`src/rtl/multi_delay_pkg.sv`:
```
// Shared types and default constants for the multi-channel delay timer.
package multi_delay_pkg;

  typedef enum logic [1:0] {
    IDLE = 2'd0,
    RUN  = 2'd1,
    DONE = 2'd2
  } chan_state_e;

  typedef enum logic {
    ONESHOT  = 1'b0,
    PERIODIC = 1'b1
  } chan_mode_e;

  localparam int DEF_NUM_CH = 4;
  localparam int DEF_CBITS  = 15;
  localparam int DEF_LIMIT  = 22500;

endpackage

```
`src/rtl/multi_delay_if.sv`:
```
// Control/status bundle for multi_delay: per-channel start/stop, cfg write port, status vectors.
interface multi_delay_if
  import multi_delay_pkg::*;
#(
  parameter int NUM_CH = DEF_NUM_CH,
  parameter int CBITS  = DEF_CBITS
);
  localparam int CHW = (NUM_CH > 1) ? $clog2(NUM_CH) : 1;

  logic [NUM_CH-1:0] start;
  logic [NUM_CH-1:0] stop;
  logic              cfg_we;
  logic [CHW-1:0]    cfg_ch;
  logic [CBITS-1:0]  cfg_limit;
  logic              cfg_mode;
  logic [NUM_CH-1:0] sig;
  logic [NUM_CH-1:0] flg;
  logic [NUM_CH-1:0] err;
  logic [NUM_CH-1:0] busy;

  modport master (output start, stop, cfg_we, cfg_ch, cfg_limit, cfg_mode,
                  input  sig, flg, err, busy);
  modport slave  (input  start, stop, cfg_we, cfg_ch, cfg_limit, cfg_mode,
                  output sig, flg, err, busy);
endinterface

```
`src/rtl/multi_delay_chan.sv`:
```
// One delay channel: IDLE/RUN/DONE timer with shadowed limit/mode.
// MULTI_DELAY_ERR_EN adds a sticky cnt > lim_a overrun monitor; otherwise err is tied low.
module delay_chan
  import multi_delay_pkg::*;
#(
  parameter int CBITS = DEF_CBITS,
  parameter int N_DEF = DEF_LIMIT
) (
  input  logic             clk,
  input  logic             rst,
  input  logic             start,
  input  logic             stop,
  input  logic             cfg_we,
  input  logic [CBITS-1:0] cfg_limit,
  input  logic             cfg_mode,
  output logic             sig,
  output logic             flg,
  output logic             err,
  output logic             busy
);
  localparam logic [1:0] S_IDLE = IDLE;
  localparam logic [1:0] S_RUN  = RUN;
  localparam logic [1:0] S_DONE = DONE;
  localparam logic [CBITS-1:0] LIM_RST = CBITS'(N_DEF);

  logic [1:0]       state_q, state_d;
  logic [CBITS-1:0] cnt_q, cnt_d, lim_a_q, lim_a_d, lim_s_q, lim_s_d;
  logic             mode_a_q, mode_a_d, mode_s_q, mode_s_d;
  logic             sig_q, sig_d, flg_q, flg_d, busy_q, busy_d;

  always_comb begin
    state_d  = state_q;
    cnt_d    = cnt_q;
    lim_a_d  = lim_a_q;
    mode_a_d = mode_a_q;
    lim_s_d  = lim_s_q;
    mode_s_d = mode_s_q;
    sig_d    = 1'b0;
    if (cfg_we) begin
      lim_s_d  = cfg_limit;
      mode_s_d = cfg_mode;
    end
    // Active values only ever load from the pre-write shadow, so a same-cycle cfg write waits a period.
    if (stop) begin
      state_d = S_IDLE;
      cnt_d   = '0;
    end else if (state_q == S_RUN) begin
      if (cnt_q == lim_a_q) begin
        sig_d = 1'b1;
        if (mode_a_q == PERIODIC) begin
          cnt_d    = '0;
          lim_a_d  = lim_s_q;
          mode_a_d = mode_s_q;
        end else begin
          state_d = S_DONE;
        end
      end else if (cnt_q < lim_a_q) begin
        cnt_d = cnt_q + 1'b1;
      end
    end else if (start) begin
      state_d  = S_RUN;
      cnt_d    = '0;
      lim_a_d  = lim_s_q;
      mode_a_d = mode_s_q;
    end
    busy_d = (state_d == S_RUN);
    flg_d  = busy_d && (cnt_d <= lim_a_d);
  end

  always_ff @(posedge clk or negedge rst) begin
    if (!rst) begin
      state_q  <= S_IDLE;
      cnt_q    <= '0;
      lim_a_q  <= LIM_RST;
      lim_s_q  <= LIM_RST;
      mode_a_q <= PERIODIC;
      mode_s_q <= PERIODIC;
      sig_q    <= 1'b0;
      flg_q    <= 1'b0;
      busy_q   <= 1'b0;
    end else begin
      state_q  <= state_d;
      cnt_q    <= cnt_d;
      lim_a_q  <= lim_a_d;
      lim_s_q  <= lim_s_d;
      mode_a_q <= mode_a_d;
      mode_s_q <= mode_s_d;
      sig_q    <= sig_d;
      flg_q    <= flg_d;
      busy_q   <= busy_d;
    end
  end

  assign sig  = sig_q;
  assign flg  = flg_q;
  assign busy = busy_q;

`ifdef MULTI_DELAY_ERR_EN
  logic err_q, err_d;
  always_comb err_d = err_q | (cnt_q > lim_a_q);
  always_ff @(posedge clk or negedge rst) begin
    if (!rst) err_q <= 1'b0;
    else      err_q <= err_d;
  end
  assign err = err_q;
`else
  assign err = 1'b0;
`endif

endmodule

```
`src/rtl/multi_delay.sv`:
```
// NUM_CH independent delay channels sharing one cfg write port.
// Define MULTI_DELAY_ERR_EN to enable the per-channel overrun monitor on err.
module multi_delay
  import multi_delay_pkg::*;
#(
  parameter int NUM_CH = DEF_NUM_CH,
  parameter int CBITS  = DEF_CBITS,
  parameter int N_DEF  = DEF_LIMIT
) (
  input  logic          clk,
  input  logic          rst,
  multi_delay_if.slave  bus
);
  logic [NUM_CH-1:0] we_v, sig_v, flg_v, err_v, busy_v;

  for (genvar i = 0; i < NUM_CH; i++) begin : g_ch
    // Out-of-range cfg_ch matches no channel and is dropped.
    assign we_v[i] = bus.cfg_we && (int'(bus.cfg_ch) == i);

    delay_chan #(.CBITS(CBITS), .N_DEF(N_DEF)) u_chan (
      .clk      (clk),
      .rst      (rst),
      .start    (bus.start[i]),
      .stop     (bus.stop[i]),
      .cfg_we   (we_v[i]),
      .cfg_limit(bus.cfg_limit),
      .cfg_mode (bus.cfg_mode),
      .sig      (sig_v[i]),
      .flg      (flg_v[i]),
      .err      (err_v[i]),
      .busy     (busy_v[i])
    );
  end

  assign bus.sig  = sig_v;
  assign bus.flg  = flg_v;
  assign bus.err  = err_v;
  assign bus.busy = busy_v;

endmodule

```
`src/flat_wrapper.sv`:
```
// flat-port wrapper written by rule: the top's interface ports become plain ports
module multi_delay_flat import multi_delay_pkg::*;
#(
  parameter int NUM_CH = DEF_NUM_CH,
  parameter int CBITS  = DEF_CBITS,
  parameter int N_DEF  = DEF_LIMIT
)
  (clk, rst, bus_start, bus_stop, bus_cfg_we, bus_cfg_ch, bus_cfg_limit, bus_cfg_mode, bus_sig, bus_flg, bus_err, bus_busy);
  multi_delay_if #(.NUM_CH(NUM_CH), .CBITS(CBITS)) bus_i ();
  input  logic clk;
  input  logic rst;
  input wire logic [$bits(bus_i.start)-1:0] bus_start;
  input wire logic [$bits(bus_i.stop)-1:0] bus_stop;
  input wire logic [$bits(bus_i.cfg_we)-1:0] bus_cfg_we;
  input wire logic [$bits(bus_i.cfg_ch)-1:0] bus_cfg_ch;
  input wire logic [$bits(bus_i.cfg_limit)-1:0] bus_cfg_limit;
  input wire logic [$bits(bus_i.cfg_mode)-1:0] bus_cfg_mode;
  output wire logic [$bits(bus_i.sig)-1:0] bus_sig;
  output wire logic [$bits(bus_i.flg)-1:0] bus_flg;
  output wire logic [$bits(bus_i.err)-1:0] bus_err;
  output wire logic [$bits(bus_i.busy)-1:0] bus_busy;
  assign bus_i.start = bus_start;
  assign bus_i.stop = bus_stop;
  assign bus_i.cfg_we = bus_cfg_we;
  assign bus_i.cfg_ch = bus_cfg_ch;
  assign bus_i.cfg_limit = bus_cfg_limit;
  assign bus_i.cfg_mode = bus_cfg_mode;
  assign bus_sig = bus_i.sig;
  assign bus_flg = bus_i.flg;
  assign bus_err = bus_i.err;
  assign bus_busy = bus_i.busy;
  multi_delay #(.NUM_CH(NUM_CH), .CBITS(CBITS), .N_DEF(N_DEF)) u_core (.clk(clk), .rst(rst), .bus(bus_i));
endmodule
```
`config.mk`:
```
export PLATFORM = sky130hd
export DESIGN_NAME = multi_delay_flat
export DESIGN_NICKNAME = d
export VERILOG_FILES = /design/src/rtl/multi_delay_pkg.sv /design/src/rtl/multi_delay_if.sv /design/src/rtl/multi_delay_chan.sv /design/src/rtl/multi_delay.sv /design/src/flat_wrapper.sv
export SDC_FILE = /design/constraint.sdc
export NUM_CORES = 1
export LEC_CHECK = 0
export ABC_AREA = 1
export CORE_MARGIN = 10
export CORE_UTILIZATION = 55
export CTS_CLUSTER_SIZE = 10
export DETAILED_ROUTE_END_ITERATION = 8
export HOLD_SLACK_MARGIN = 0.02
export PLACE_DENSITY = 0.73
export SYNTH_ARGS = -nofsm -noshare
export SYNTH_HDL_FRONTEND = slang
export SYNTH_HIERARCHICAL = 1
export SYNTH_SLANG_ARGS = --single-unit
```
`constraint.sdc`:
```
create_clock -name clk -period 3.19 [get_ports clk]
set_input_delay 0.7975 -clock clk [delete_from_list [all_inputs] [get_ports clk]]
set_output_delay 0.7975 -clock clk [all_outputs]
set_load 0.1 [all_outputs]
```
Yosys cells after proc, flatten, opt, wreduce, memory -nomap -nowiden
Index checks and enable logic that the tools add are counted.
{"block": "word_totals", "mem_bits_ro": 0, "latchBits": 0, "in_bits": 29, "reg_bits": 208, "mem_count": 0, "elab_cells": 180, "ramBits": 0}
{"block": "op_classes", "div_mod_pow": 0, "magnitude_cmp": 8, "n_addsub": 4, "n_bitwise": 4, "n_shift": 0, "eq_ne": 19, "n_reduce_logical": 17, "multipliers": 0, "muxes": 92}
{"op": "$mux W15", "count": 44}
{"op": "$add A15 B1 Y15 const B", "count": 4}
{"op": "$eq A15 B15 Y1", "count": 4}
{"op": "$le A15 B15 Y1", "count": 4}
{"op": "$lt A15 B15 Y1", "count": 4}
{"op": "$mux W2", "count": 20}
{"op": "$mux W1", "count": 28}
{"op": "$eq A2 B1 Y1 const B", "count": 9}
{"op": "$reduce_and A3 Y1", "count": 4}
{"op": "$logic_and A1 B1 Y1", "count": 8}
{"op": "$ne A2 B1 Y1 const B", "count": 4}
{"op": "$reduce_bool A2 Y1", "count": 4}
{"op": "$eq A2 B2 Y1 const B", "count": 2}
{"op": "$not A1 Y1", "count": 4}
{"op": "$logic_not A2 Y1", "count": 1}

Logic depth before layout (Yosys ltp)
Gate-level depths: netlist of run 1.
{"block": "depth", "word_depth": 7, "mapped_depth": 23}

Cells and area by module
The synthesis of run 1 kept the hierarchy.
{"mod": "delay_chan at u_core.g_ch[1].u_chan ...", "seq_area_each_um2": 1326.3, "instances": 2, "cells_each": 549, "area_each_um2": 3958.8}
{"mod": "delay_chan at u_core.g_ch[0].u_chan", "seq_area_each_um2": 1326.3, "instances": 1, "cells_each": 469, "area_each_um2": 3631.0}
{"mod": "delay_chan at u_core.g_ch[3].u_chan", "seq_area_each_um2": 1326.3, "instances": 1, "cells_each": 476, "area_each_um2": 3621.0}
{"mod": "multi_delay", "seq_area_each_um2": 0.0, "instances": 1, "cells_each": 8, "area_each_um2": 30.0}

Worst setup path before layout of run 1
OpenSTA, ideal clock, no wires.
{"block": "synth_timing", "path_type": "register to register", "start": "register u_core.g_ch[0].u_chan.lim_a_q[14]", "end": "register u_core.g_ch[0].u_chan.flg_q", "n_path_buf": 1, "t_required_ns": 3.113, "arrival_ns": 2.680, "stages_incl_launch_ff": 22, "synth_period_minus_slack_ns": 2.757, "slack_ns": 0.433, "path_cell_list": "dfstp_2 > inv_1 > ha_1 > nand2_2 > inv_1 > nand2_1 > nand2_1 > a21oi_1 > nand2_4 > inv_6 > buf_12 > nand3_2 > nand2_1 > a21oi_1 > ha_1 > a21oi_1 > o21ai_0 > nand2_1 > o211ai_1 > nand3_1 > nand2_1 > a21oi_1"}
{"block": "synth_via", "elab_chain_cells": 7, "word_cells_on_any_way": 17}
{"element": "from (decl)", "line": "multi_delay_chan.sv:27", "rtl": "logic [CBITS-1:0] cnt_q, cnt_d, lim_a_q, lim_a_d, lim_s_q, lim_s_d;"}
{"element": "from (signal assigned)", "line": "multi_delay_chan.sv:84", "rtl": "lim_a_q <= lim_a_d;"}
{"element": "$lt A15 B15 Y1", "line": "multi_delay_chan.sv:57", "rtl": "end else if (cnt_q < lim_a_q) begin"}
{"element": "$mux W15", "line": "multi_delay_chan.sv:57"}
{"element": "$mux W15 (*)", "line": "multi_delay_chan.sv:48", "rtl": "if (cnt_q == lim_a_q) begin"}
{"element": "$mux W15 (*)", "line": "multi_delay_chan.sv:47", "rtl": "end else if (state_q == S_RUN) begin"}
{"element": "$mux W15 (*)", "line": "multi_delay_chan.sv:44", "rtl": "if (stop) begin"}
{"element": "net u_core.g_ch[0].u_chan.cnt_d[2]", "line": "multi_delay_chan.sv:27"}
{"element": "$le A15 B15 Y1 (*)", "line": "multi_delay_chan.sv:67", "rtl": "flg_d = busy_d && (cnt_d <= lim_a_d);"}
{"element": "$logic_and A1 B1 Y1 (*)", "line": "multi_delay_chan.sv:67"}
{"element": "net u_core.g_ch[0].u_chan.flg_d", "line": "multi_delay_chan.sv:29", "rtl": "logic sig_q, sig_d, flg_q, flg_d, busy_q, busy_d;"}
{"element": "to (signal assigned)", "line": "multi_delay_chan.sv:89", "rtl": "flg_q <= flg_d;"}
{"element": "to (decl)", "line": "multi_delay_chan.sv:29"}
The timed path passes the listed nets; every way through them passes the cells marked *.
A chain may end at the register's enable or synchronous reset.

Worst setup path after layout of run 1
{"block": "layout_timing", "start": "register u_core.g_ch[1].u_chan.lim_a_q[6]", "end": "register u_core.g_ch[1].u_chan.flg_q"}
{"block": "layout_via", "word_cells_on_any_way": 17}
{"element": "from (decl)", "line": "multi_delay_chan.sv:27"}
{"element": "from (signal assigned)", "line": "multi_delay_chan.sv:84"}
{"element": "$eq A15 B15 Y1", "line": "multi_delay_chan.sv:48"}
{"element": "$mux W15", "line": "multi_delay_chan.sv:48"}
{"element": "$mux W15", "line": "multi_delay_chan.sv:47"}
{"element": "$mux W15", "line": "multi_delay_chan.sv:44"}
{"element": "net u_core.g_ch[1].u_chan.lim_a_d[14]", "line": "multi_delay_chan.sv:27"}
{"element": "$le A15 B15 Y1", "line": "multi_delay_chan.sv:67"}
{"element": "$logic_and A1 B1 Y1", "line": "multi_delay_chan.sv:67"}
{"element": "net u_core.g_ch[1].u_chan.flg_d", "line": "multi_delay_chan.sv:29"}
{"element": "to (signal assigned)", "line": "multi_delay_chan.sv:89"}
{"element": "to (decl)", "line": "multi_delay_chan.sv:29"}
The timed path passes the listed nets, and every way through them passes these cells.

==> results.toml, run 1 <==
[power]
p_per_area_nw_per_um2 = 510
ir_worst_vdd_uv = 412
p_leak_nw = 8.63

[setup_path]
cp_max_fo = 6
critical_path_required_ns = 3.65
critPathLaunchType = "register"
cp-end-kind = "register"
worstPathArrival_ns = 3.54
path_class = "reg -> reg"

[floorplan]
start_util_pct = 56.1
rows = 60
io_pins = 45
die_height_um = 186
core_area_um2 = 27100
die_area_um2 = 34700
die_w_um = 186

[global_route]
grt_max_degree = 89
grt_pass1_vias = 13000
grt_overflow = 0
grt_pass1_wl_um = 64800
grt_use_total_pct = 22.5
antenna_found_initial = 0

[finish]
n_antenna_cell = 0
drive_above_1_share_pct = 21.6
multi_input_area_um2 = 8640
area_growth_pct = 16.6
regArea_um2 = 5310
final_util_pct = 65.4
fill_cells = 2253
nets = 2273

[sta]
rsz0062_at_grt = "yes"
min_period_ns = 3.08
max_slew.worst_pin.slew_ns = 0.605
finalSetupViolCount = 0
hold_viol = 0
timing.fmax_ghz = 0.324
relSlewSlack_pct = 59.3
fin_skew_ns = 0.0112
finalCritPeriodShare_pct = 96.6
final.setup.tns_ns = 0
final_max_slew_viol_count = 0
worst_hold_slack_ns = 0.182
setup_ws_ns = 0.108

[cts]
cts_tree = "built"
clk_latency_ns = 0.53
cts_sinks = 208
cts_hold_buffers = 0
cts_buffer_depth = 3
cts-root-buf = "clkbuf_16"
path_clk_slew_ns = 0.06
cts_buffers = 26
h-tree-depth = 1

[yosys]
yosysTopAreaCellShare_pct = 21.1
yosys_register_bits = 208
async_flop_share_pct = 100
synth_edf_count = 0
yosys.area.top_type = "dfrtp_1"
netlist_top_cells_count = "nand2_1 (444), inv_1 (314), o21ai_0 (207), a21oi_1 (156), dfrtp_1 (128)"
ys_warn_count = 6
synthDistinctLibCells = 42
synth.most_common_cell = "nand2_1"
synth.avg_cell_area_um2 = 7.41
synth_nets = 2204
ys.flop_type = "dfrtp_1"
netlist_top_cells_area = "dfrtp_1 (21%), dfstp_2 (14%), nand2_1 (11%), ha_1 (10%), inv_1 (7.8%)"
syn_area_um2 = 15200
synth-seq-area-share_pct = 34.9
synth_cells = 2051

[placed_design]
gp_congestion = 0.938
io_buffers = 40
dp_hpwl_um = 28900
place_ws_ns = 0.0323

[flow_run]
maxCapViolations = 0

[route]
drt_iter0_markers = 1248
drt-total-wl_um = 40500
vias_per_cell = 5.57
wl_per_cell_um = 16.1
ant_nets = 0
drt_pass1_iterations = 6
vias = 14000
drcViolationCount = 0

[min_path]
hold_class = "in -> async"

[status]
outcome = "complete, no violations"
-- layer usage --
metal  up-vias  routed length [µm]  part of all wire [%]  global-route usage (%)
met5         -                   0                     0                       0
met4         0                 649                   1.6                    5.06
met3        55                2450                   6.1                    2.79
met2       485               19200                    47                    37.4
met1      6621               18200                    45                    30.6
li1       6837                   -                     -                       -
-- per-stage QoR --
step                      cells  area (µm²)  power (mW)
after global placement     2439       16100        5.81
after detailed placement   2439       16100        5.92
final                      2512       17700        9.04
after floorplan            2051       15200        5.23
after CTS                  2487       17000        8.86
after global routing       2512       17700        9.61
-- registers in the layout, indices dropped and copies added, names as in the netlist --
register / flops
u_core/g_ch.u_chan/flg: 4
u_core/g_ch.u_chan/lim_a_q: 60
u_core/g_ch.u_chan/cnt_q: 60
u_core/g_ch.u_chan/mode_s_q: 4
u_core/g_ch.u_chan/mode_a_q: 4
u_core/g_ch.u_chan/state_q: 8
u_core/g_ch.u_chan/busy: 4
u_core/g_ch.u_chan/sig: 4
u_core/g_ch.u_chan/lim_s_q: 60
-- what timing repair did --
action | 4_1_cts | 5_1_grt
gates cloned | 0 | 5
setup endpoints to repair | 1 | 4
resized for setup | 1 | 102
pin swaps | 0 | 30
setup buffers | 0 | 21
-- path summary, 6_finish.rpt --
check / from / to / slack [ns] / cells after the start
hold / removal: rst / u_core/g_ch[0].u_chan/cnt_q[13]$_DFF_PN0_ / 0.18 / 1
max in group asynchronous: rst / u_core/g_ch[2].u_chan/lim_a_q[2]$_DFF_PN1_ / 2.14 / 2
min in group clk: u_core/g_ch[0].u_chan/lim_s_q[7]$_DFFE_PN1P_ / u_core/g_ch[0].u_chan/lim_s_q[7]$_DFFE_PN1P_ / 0.49 / 2
hold reg to reg: u_core/g_ch[0].u_chan/lim_s_q[7]$_DFFE_PN1P_ / u_core/g_ch[0].u_chan/lim_s_q[7]$_DFFE_PN1P_ / 0.49 / 2
setup / recovery: u_core/g_ch[1].u_chan/lim_a_q[6]$_DFF_PN1_ / u_core/g_ch[1].u_chan/flg$_DFF_PN0_ / 0.11 / 17
setup reg to reg: u_core/g_ch[1].u_chan/lim_a_q[6]$_DFF_PN1_ / u_core/g_ch[1].u_chan/flg$_DFF_PN0_ / 0.11 / 17
-- power breakdown --
group	switching [mW]	total [mW]	internal, mW	leakage (nW)
clock	1.15	2.91	1.77	0.404
combinational	1.72	2.67	0.943	5.75
sequential	0.293	3.46	3.17	2.48
-- cell usage in the layout, fill, tap and decap left out, types with 4 or more instances in the layout --
cell type and count:
nor3_1 18, nand3_1 121, o21ai_2 17, buf_4 75, a21oi_2 38, dfstp_2 80, o21ai_0 201, nand2_4 7
dfrtp_1 128, inv_2 37, ha_4 15, mux2_2 22, inv_1 310, nand4_1 43, nand2_2 45, a21oi_1 122
a32oi_1 4, nor3_2 6, nor2_1 78, nor2_4 13, clkbuf_16 31, a21oi_4 5, conb_1 4, o21ai_1 28
nand2_1 432, o211ai_2 18, xor2_1 23, nand3_2 11, clkdlybuf4s50_1 27, nor2_2 14, clkbuf_1 14, ha_1 109
o211ai_1 11, buf_12 9
-- critical path, stage by stage (launching register included) --
cell,delay (ns)
dfstp_2,0.54
inv_1,0.07
ha_4,0.29
nand2_2,0.08
nor3_2,0.20
nand4_1,0.12
buf_6,0.16
buf_12,0.13
o211ai_2,0.12
nand2_1,0.08
nand2_2,0.08
inv_2,0.04
ha_1,0.32
nand4_1,0.15
nor3_2,0.23
buf_4,0.16
nand4_1,0.10
a21oi_2,0.14
-- cells by family after synthesis --
group                      Yosys count  share of synthesized area, %
AOI/OAI and AO/OA                  445                          16.5
and+or+nand+nor                    797                          24.0
other                                4                        0.0988
muxes                               22                          1.63
adders and majority gates          124                          10.2
buffers and inverters              428                          11.4
DFF                                208                          34.9
xor gates and xnor gates            23                          1.33
-- final cells by class --
class	count	share of cell area [%]
Clock inverter	5	0.424
Inverter	351	7.58
Timing Repair Buffer	117	6.43
Tap cell	372	2.63
Clock buffer	43	4.26
Sequential cell	208	29.9
Multi-Input combinational cell	1416	48.7
Note: power is estimated with default switching activity, not from simulation.
==> run 2: changes to the inputs <==
--- a/config.mk
+++ b/config.mk
@@ -12,6 +12,7 @@
 export DETAILED_ROUTE_END_ITERATION = 8
 export HOLD_SLACK_MARGIN = 0.02
 export PLACE_DENSITY = 0.73
+export SKIP_CTS_REPAIR_TIMING = 1
 export SYNTH_ARGS = -nofsm -noshare
 export SYNTH_HDL_FRONTEND = slang
 export SYNTH_HIERARCHICAL = 1
==> results of run 2 <==
Final layout, timing and power as in run 1 (identical DEF).
==> run 3: changes to the inputs <==
--- a/config.mk
+++ b/config.mk
@@ -10,6 +10,7 @@
 export CORE_UTILIZATION = 55
 export CTS_CLUSTER_SIZE = 10
 export DETAILED_ROUTE_END_ITERATION = 8
+export GPL_TIMING_DRIVEN = 0
 export HOLD_SLACK_MARGIN = 0.02
 export PLACE_DENSITY = 0.73
 export SKIP_CTS_REPAIR_TIMING = 1
==> run 3 against run 2 <==
Against the previous run: non-clock buffer count grew 57; cell count grew 2.2%; combinational power grew 11%; hold slack gained 0.088 ns; critical endpoint is now u_core/g_ch[0].u_chan/flg$_DFF_PN0_; core utilization grew 2.3 points; count of clock-buffer cells in the layout grew 3.
==> results.toml, run 3 (synthesis results as in run 1) <==
[status]
outcome = "complete, no violations"

[finish]
n_antenna_cell = 0
fill_cells = 2254
area_growth_pct = 20.8
largestRegisters = "u_core/g_ch.u_chan/cnt_q x60, u_core/g_ch.u_chan/lim_a_q x60, u_core/g_ch.u_chan/lim_s_q x60"
final_cell_mix = "nand2_1 (418), inv_1 (303), o21ai_0 (199)"
drive_above_1_share_pct = 23.8
final_util_pct = 67.7
nets = 2329
layout_commonest_cell = "nand2_1"
stdcell_count = 2568

[flow_run]
maxCapViolations = 0

[cts]
clk_latency_ns = 0.53
h-tree-depth = 1
cts_buffer_depth = 3
cts-root-buf = "clkbuf_16"
cts_buffers = 26
cts_sinks = 208
path_clk_slew_ns = 0.05
cts_tree = "built"

[min_path]
hold_class = "in -> async"

[sta]
max_slew.worst_pin.slew_ns = 0.980
fin_skew_ns = 0.0114
finalSetupViolCount = 0
finalCritPeriodShare_pct = 98.2
timing.fmax_ghz = 0.319
hold_viol = 0
final.setup.tns_ns = 0
final_max_slew_viol_count = 0
relSlewSlack_pct = 34.5
worst_hold_slack_ns = 0.269
min_period_ns = 3.13

[floorplan]
die_w_um = 186
core_area_um2 = 27100
io_pins = 45
die_area_um2 = 34700
die_height_um = 186
start_util_pct = 56.1
rows = 60

[setup_path]
r2r_start = "u_core/g_ch[0].u_chan/lim_a_q[12]$_DFF_PN1_"
critical_path_required_ns = 3.63
critPathLaunchType = "register"
rr_worst_depth = 19
path_class = "reg -> reg"
r2r_slack_ns = 0.06
cp_max_fo = 10
cp-end-kind = "register"
critPathLaunch = "u_core/g_ch[0].u_chan/lim_a_q[12]$_DFF_PN1_"
worstPathArrival_ns = 3.57
reg2reg_to = "u_core/g_ch[0].u_chan/flg$_DFF_PN0_"
crit_slowest_cell = "dfstp_2"
worst-path-buf-inv = 4
crit_family = "simple AND/OR/NAND/NOR gates"
cpPeakStageDelay_ns = 0.52
path_cells = "inv_2 > ha_4 > nand2_2 > nor2_4 > inv_2 > nor2_4 > nand2_4 > nand2_8 > clkinvlp_4 > buf_6 > a21oi_4 > ha_4 > a21oi_2 > o21ai_2 > nand2_1 > o211ai_1 > nand3_1 > nand2_1 > a21oi_2"

[power]
ir_worst_vdd_uv = 450
p_leak_nw = 8.70
finalPower_mw = 9.24
p_per_area_nw_per_um2 = 503

[global_route]
grt_use_total_pct = 24.2
grt_pass1_vias = 13500
antenna_found_initial = 0
grt_max_degree = 121
grt_pass1_wl_um = 68400
grt_overflow = 0

[route]
vias_per_cell = 5.56
drt-met1-wl_um = 18600
drt_pass1_iterations = 6
ant_nets = 0
routed.top_layer = "met4"
wl_met3_um = 2860
drt-total-wl_um = 43500
wl_per_cell_um = 16.9
drcViolationCount = 0
drt_iter0_markers = 1200
routed-wl-met2_um = 20900
vias = 14300

[placed_design]
placed_cells = 2462
dp_hpwl_um = 31200
gp_congestion = 0.935
io_buffers = 38
run 3: cell types whose count changed in the layout (fill, tap and decap cells not counted), moves of 7 or more:
cell             delta
inv_2               +7
ha_4               +16
a21oi_1            -19
clkbuf_1           +45
buf_6              +11
ha_1               -17
clkdlybuf4s50_1    +10
nand2_2             +8
a21oi_2            +10
inv_1               -7
nand2_1            -14
buf_4              -15
a21oi_4             +9
run 3: power breakdown:
group	internal (mW)	switching, mW
registers	3.17	0.276
clock network	1.69	1.13
logic	1.08	1.89
total	5.94	3.30
run 3: stage by stage:
| step | setup slack [ns] | instance area [µm²] |
|---|---|---|
| 4_1_cts | -0.298 | 16900 |
| 3_5_place_dp | -0.604 | 16100 |
| 6_report | 0.0584 | 18400 |
| 2_1_floorplan | 0.433 | 15200 |
| 5_1_grt | -0.0849 | 18400 |
| 3_3_place_gp | -7.59 | 16000 |
run 3: per-layer routing:
layer	track usage [%]	vias up
met2	40.4	506
met5	0	-
li1	-	6954
met4	7.35	0
met3	3.08	85
met1	32.0	6734
run 3: final cells by class:
cell class                      instances  area [µm²]  area share, %
Multi-Input combinational cell       1415        9090           49.5
Tap cell                              372         465           2.54
Clock inverter                          2        35.0          0.191
Sequential cell                       208        5310           28.9
Inverter                              351        1340           7.27
Buffer                                 77         478           2.60
Timing Repair Buffer                   97         878           4.78
Clock buffer                           46         768           4.19
run 3: how the worst max path moves through the flow:
stage	end	slack, ns	cells past startpoint
2_1_floorplan	u_core/g_ch[0].u_chan/flg$_DFF_PN0_	0.43	21
3_5_place_dp	u_core/g_ch[1].u_chan/flg$_DFF_PN0_	-0.60	11
4_1_cts	u_core/g_ch[1].u_chan/flg$_DFF_PN0_	-0.30	15
6_report	u_core/g_ch[0].u_chan/flg$_DFF_PN0_	0.06	19
3_3_place_gp	u_core/g_ch[2].u_chan/cnt_q[2]$_DFF_PN0_	-7.59	1
5_1_grt	u_core/g_ch[2].u_chan/flg$_DFF_PN0_	-0.08	17
run 3: worst register-to-register path: stages (launching register included):
cell and delay, ns:
dfstp_2 0.52, inv_2 0.05, ha_4 0.26, nand2_2 0.07, nor2_4 0.17, inv_2 0.07, nor2_4 0.14, nand2_4 0.12
nand2_8 0.13, clkinvlp_4 0.15, buf_6 0.20, a21oi_4 0.22, ha_4 0.24, a21oi_2 0.14, o21ai_2 0.07, nand2_1 0.06
o211ai_1 0.10, nand3_1 0.09, nand2_1 0.07, a21oi_2 0.17
==> patch 1: new RTL, config.mk and constraints of run 2 <==
The option `MULTI_DELAY_ERR_EN` is turned on by a define.
--- a/src/rtl/multi_delay_chan.sv
+++ b/src/rtl/multi_delay_chan.sv
@@ -1,5 +1,7 @@
 // One delay channel: IDLE/RUN/DONE timer with shadowed limit/mode.
 // MULTI_DELAY_ERR_EN adds a sticky cnt > lim_a overrun monitor; otherwise err is tied low.
+`define MULTI_DELAY_ERR_EN
+
 module delay_chan
   import multi_delay_pkg::*;
 #(
Check against the original RTL: same outputs for any inputs over 4 cycles, from zero or initial values and one cycle with rst low; that may be too few to reach the edited logic, so the function may still have changed.
==> patch 1 against run 2 <==
- routed wire length grew 5.0%
- sequential power barely moved
- via count rose by 1.4%
- combinational power shrank 3%
- setup slack improved by 0.012 ns
- synthesized area down 0.56%
- power fell by 2.8%
- hold slack better by 0.051 ns
- sequential cell count increased by 4
- final area is 2.3% higher
- count of clock-buffer cells in the layout increased by 2
- critical path depth up 2
- global-route usage rose by 1.0 points
- critical endpoint is now u_core/g_ch[3].u_chan/flg$_DFF_PN0_
- largest cell class unchanged
- largest power group unchanged
- highest routed layer unchanged
==> patch 1: results (changes against run 2) <==
GRT Total Usage - 23.5% (+1.0 points)
drt total wl - 42.5 mm (+5.0%)
ranking of synthesized cells by area - dfrtp_1, dfstp_2, nand2_1
Cell Area, Placed - 16,200 um^2 (+0.48%)
Compound-Gate Fraction of Synth Area - 14.7% (-1.7 points)
status - finished clean
Psw - 3.04 mW (-3.9%)
Pre-Repair DR Iteration Count - 5 (-1)
IO Port Bufs - 44 (+10%)
routability cong. - 0.928 (-1.1%)
Post-Synth XOR/XNOR Area - 1.33% (+0.0075 points)
relative slew slack - 60.2% (+0.84 points)
fillers - 2,269 (+0.71%)
skew final - 0.0163 ns (+0.00508 ns)
Crit Path Max Fanout - 9 (+3)
largest net degree at the start of global routing - 74 (-17%)
vias in the first global route - 13,300 (+3.0%)
P_leak - 8.82 nW (+2.2%)
adder-cell area share of the yosys netlist - 10.3% (+0.057 points)
global-route wire length before repair - 66.2 mm (+2.3%)
nets@finish - 2,333 (+2.6%)
CP top delay family - compound AO/OA/AOI/OAI gates
sequential-to-total area share from yosys stat - 35.8% (+0.86 points)
CP max stage delay - 0.51 ns (-0.03 ns)
latest clock arrival within the worst-skew pair - 0.55 ns (+0.02 ns)
share of cells above drive strength 1 - 24.2% (+2.5 points)
VDD IR max - 0.349 mV (-15%)
post-synthesis mux area share - 2.01% (+0.38 points)
Initial DRC Count - 1,161 (-7.0%)
Unique masters post-synth - 44 (+4.8%)
## patch 1: cell count changes after synthesis, sizes merged, moves of 13 or more
| cell | change |
|---|---|
| nor2 | +34 |
| nor3 | -17 |
| clkbuf | -13 |
| o21ai | -20 |
| nand4 | -18 |
| nand2 | +67 |
| o211ai | -24 |
## patch 1: logic make-up after synthesis
| group | after synthesis |
|---|---|
| buffers and inverters | 412 |
| and+or+nand+nor | 870 |
| DFF | 212 |
| muxes | 27 |
| adders and majority gates | 124 |
| xor gates and xnor gates | 23 |
| AOI/OAI and AO/OA | 400 |
## patch 1: path summary, 6_finish.rpt
check,from,endpoint,slack (ns),cells past startpoint
max reg2reg,u_core/g_ch[3].u_chan/lim_a_q[14]$_DFF_PN1_,u_core/g_ch[3].u_chan/flg$_DFF_PN0_,0.12,19
max,u_core/g_ch[3].u_chan/lim_a_q[14]$_DFF_PN1_,u_core/g_ch[3].u_chan/flg$_DFF_PN0_,0.12,19
min reg2reg,u_core/g_ch[3].u_chan/err$_DFF_PN0_,u_core/g_ch[3].u_chan/err$_DFF_PN0_,0.46,2
min,rst,u_core/g_ch[0].u_chan/sig$_DFF_PN0_,0.23,1
max in group asynchronous,rst,u_core/g_ch[2].u_chan/lim_a_q[7]$_DFF_PN1_,2.15,2
min in group clk,u_core/g_ch[3].u_chan/err$_DFF_PN0_,u_core/g_ch[3].u_chan/err$_DFF_PN0_,0.46,2
## patch 1: power groups by stage
stage	Combinational [mW]	Sequential, mW	Clock, mW
finish	2.59	3.47	2.73
global placement	2.14	3.49	0
CTS	2.24	3.46	2.77
global route	2.92	3.51	2.91
floorplan	1.56	3.50	0
detailed placement	2.22	3.50	0
## patch 1: through the flow
| stage | worst slack (ns) | power, mW |
|---|---|---|
| floorplan | 0.441 | 5.05 |
| global placement | 0.0787 | 5.63 |
| detailed placement | -0.00974 | 5.72 |
| CTS | -0.0126 | 8.47 |
| global route | -0.109 | 9.33 |
| finish | 0.120 | 8.78 |
## patch 1: area by class of cell
type                       instances  area, um^2  area share [%]
inverter                         341        1300            7.18
clock buffer                      45         742            4.09
multi-input combinational       1445        8780            48.4
clock inverter                     3        26.3           0.145
timing repair buffer             154        1450            7.97
tap                              341         427            2.35
sequential                       212        5410            29.8
## patch 1: routing by layer
layer / track usage (%) / part of all wire, % / vias up
met3: 3.72 / 6.3 / 104
met1: 30.9 / 43 / 6729
met5: 0 / 0 / -
li1: - / - / 6891
met4: 7.80 / 3.5 / 0
met2: 38.6 / 47 / 474
==> patch 2: new RTL, config.mk and constraints of run 2 <==
Made on the original files. `DEF_CBITS`: 15 -> 17.
--- a/src/rtl/multi_delay_pkg.sv
+++ b/src/rtl/multi_delay_pkg.sv
@@ -13,7 +13,7 @@
   } chan_mode_e;
 
   localparam int DEF_NUM_CH = 4;
-  localparam int DEF_CBITS  = 15;
+  localparam int DEF_CBITS  = 17;
   localparam int DEF_LIMIT  = 22500;
 
 endpackage
Ports: changed (resized bus_cfg_limit); port bits go from 45 to 47. The function was not compared with the original's and may differ.
==> patch 2 against run 2 <==
- the run now ends with setup timing left
- final area increased by 28%
- routed wire length increased by 32%
- critical endpoint is now u_core/g_ch[3].u_chan/flg$_DFF_PN0_
- die area increased by 12%
- clock power increased by 7.6%
- setup slack got worse by 0.33 ns
- first-iteration DRC count increased by 12%
- largest cell class unchanged
- sequential cell count increased by 24
- highest routed layer unchanged
- power increased by 8.4%
- sequential share of layout area decreased by 4.0 points
- critical path depth increased by 1
- synthesized area increased by 14%
- largest power group unchanged
- synthesized cell count increased by 12%
==> patch 2: results (changes against run 2) <==
sequential-to-total area share from yosys stat - 34.1% (-0.84 points)
CP arrival - 3.88 ns (+0.34 ns)
Synth top cells by count - nand2_1, inv_1, nand3_1
status - finished, violations left
Critical Path Start - u_core/g_ch[3].u_chan/lim_a_q[6]$_DFF_PN1_
hpwl dp - 36.4 mm (+26%)
routing usage on met3 - 3.68% (+0.89 points)
# placed instances - 2,899 (+19%)
vias in the first global route - 16,400 (+27%)
Post-Synth XOR/XNOR Area - 0% (-1.3 points)
Largest regs - u_core/g_ch.u_chan/cnt_q x68, u_core/g_ch.u_chan/lim_a_q x68, u_core/g_ch.u_chan/lim_s_q x68
Avg WL per Cell - 17.8 um (+11%)
skew final - 0.0154 ns (+0.00421 ns)
Pre-Repair DR Iteration Count - 5 (-1)
actual slew at the worst max-slew pin - 0.633 ns (+0.0279 ns)
drt total wl - 53.6 mm (+32%)
VDD IR max - 0.443 mV (+7.6%)
Compound-Gate Fraction of Synth Area - 16.7% (+0.24 points)
syn_nets - 2,471 (+12%)
post-synthesis mux area share - 1.95% (+0.32 points)
metal3 WL - 3.33 mm (+36%)
nets@finish - 2,757 (+21%)
Worst Slack Setup Final - -0.217 ns (-0.325 ns)
Syn Inst Count - 2,300 (+12%)
latest clock arrival within the worst-skew pair - 0.56 ns (+0.03 ns)
Cell Area, Placed - 19,800 um^2 (+23%)
fillers - 2,139 (-5.1%)
Unique masters post-synth - 49 (+17%)
reg2reg path depth - 18 (+1)
M1 WL - 21.8 mm (+20%)
met1 GRT Util - 30.3% (-0.29 points)
final count of negative-setup-slack endpoints - 4 (+4)
met2 WL - 26.6 mm (+39%)
largest net degree at the start of global routing - 67 (-25%)
IO Port Bufs - 42 (+5.0%)
P_leak - 10.6 nW (+23%)
failing checks - setup timing
Crit Path Max Fanout - 5 (-1)
routability cong. - 0.971 (+3.6%)
adder-cell area share of the yosys netlist - 10.1% (-0.10 points)
ranking of synthesized cells by area - dfrtp_1, dfstp_2, nand2_1
share of cells above drive strength 1 - 36.6% (+15 points)
==> patch 2: layout make-up <==
cell class                      count  area [um^2]  share of cell area [%]
Clock inverter                      6         58.8                   0.259
Multi-Input combinational cell   1626        11100                    49.0
Tap cell                          396          495                    2.18
Timing Repair Buffer              338         2960                    13.0
Sequential cell                   232         5910                    26.0
Inverter                          359         1360                    6.00
Clock buffer                       48          827                    3.64
==> patch 2: power by group <==
| group | leakage [nW] | switching, mW | internal (mW) |
|---|---|---|---|
| Clock | 0.432 | 1.29 | 1.83 |
| Combinational | 7.35 | 1.78 | 1.20 |
| Sequential | 2.80 | 0.251 | 3.44 |
==> patch 2: per-stage QoR <==
| step | power, mW | TNS (ns) | hold slack [ns] |
|---|---|---|---|
| final | 9.80 | -0.411 | 0.124 |
| after global routing | 10.3 | -0.980 | 0.143 |
| after CTS | 9.33 | -0.678 | 0.137 |
| after detailed placement | 6.18 | -0.640 | 0.487 |
| after global placement | 6.08 | -0.349 | 0.481 |
| after floorplan | 5.21 | 0 | 0.460 |
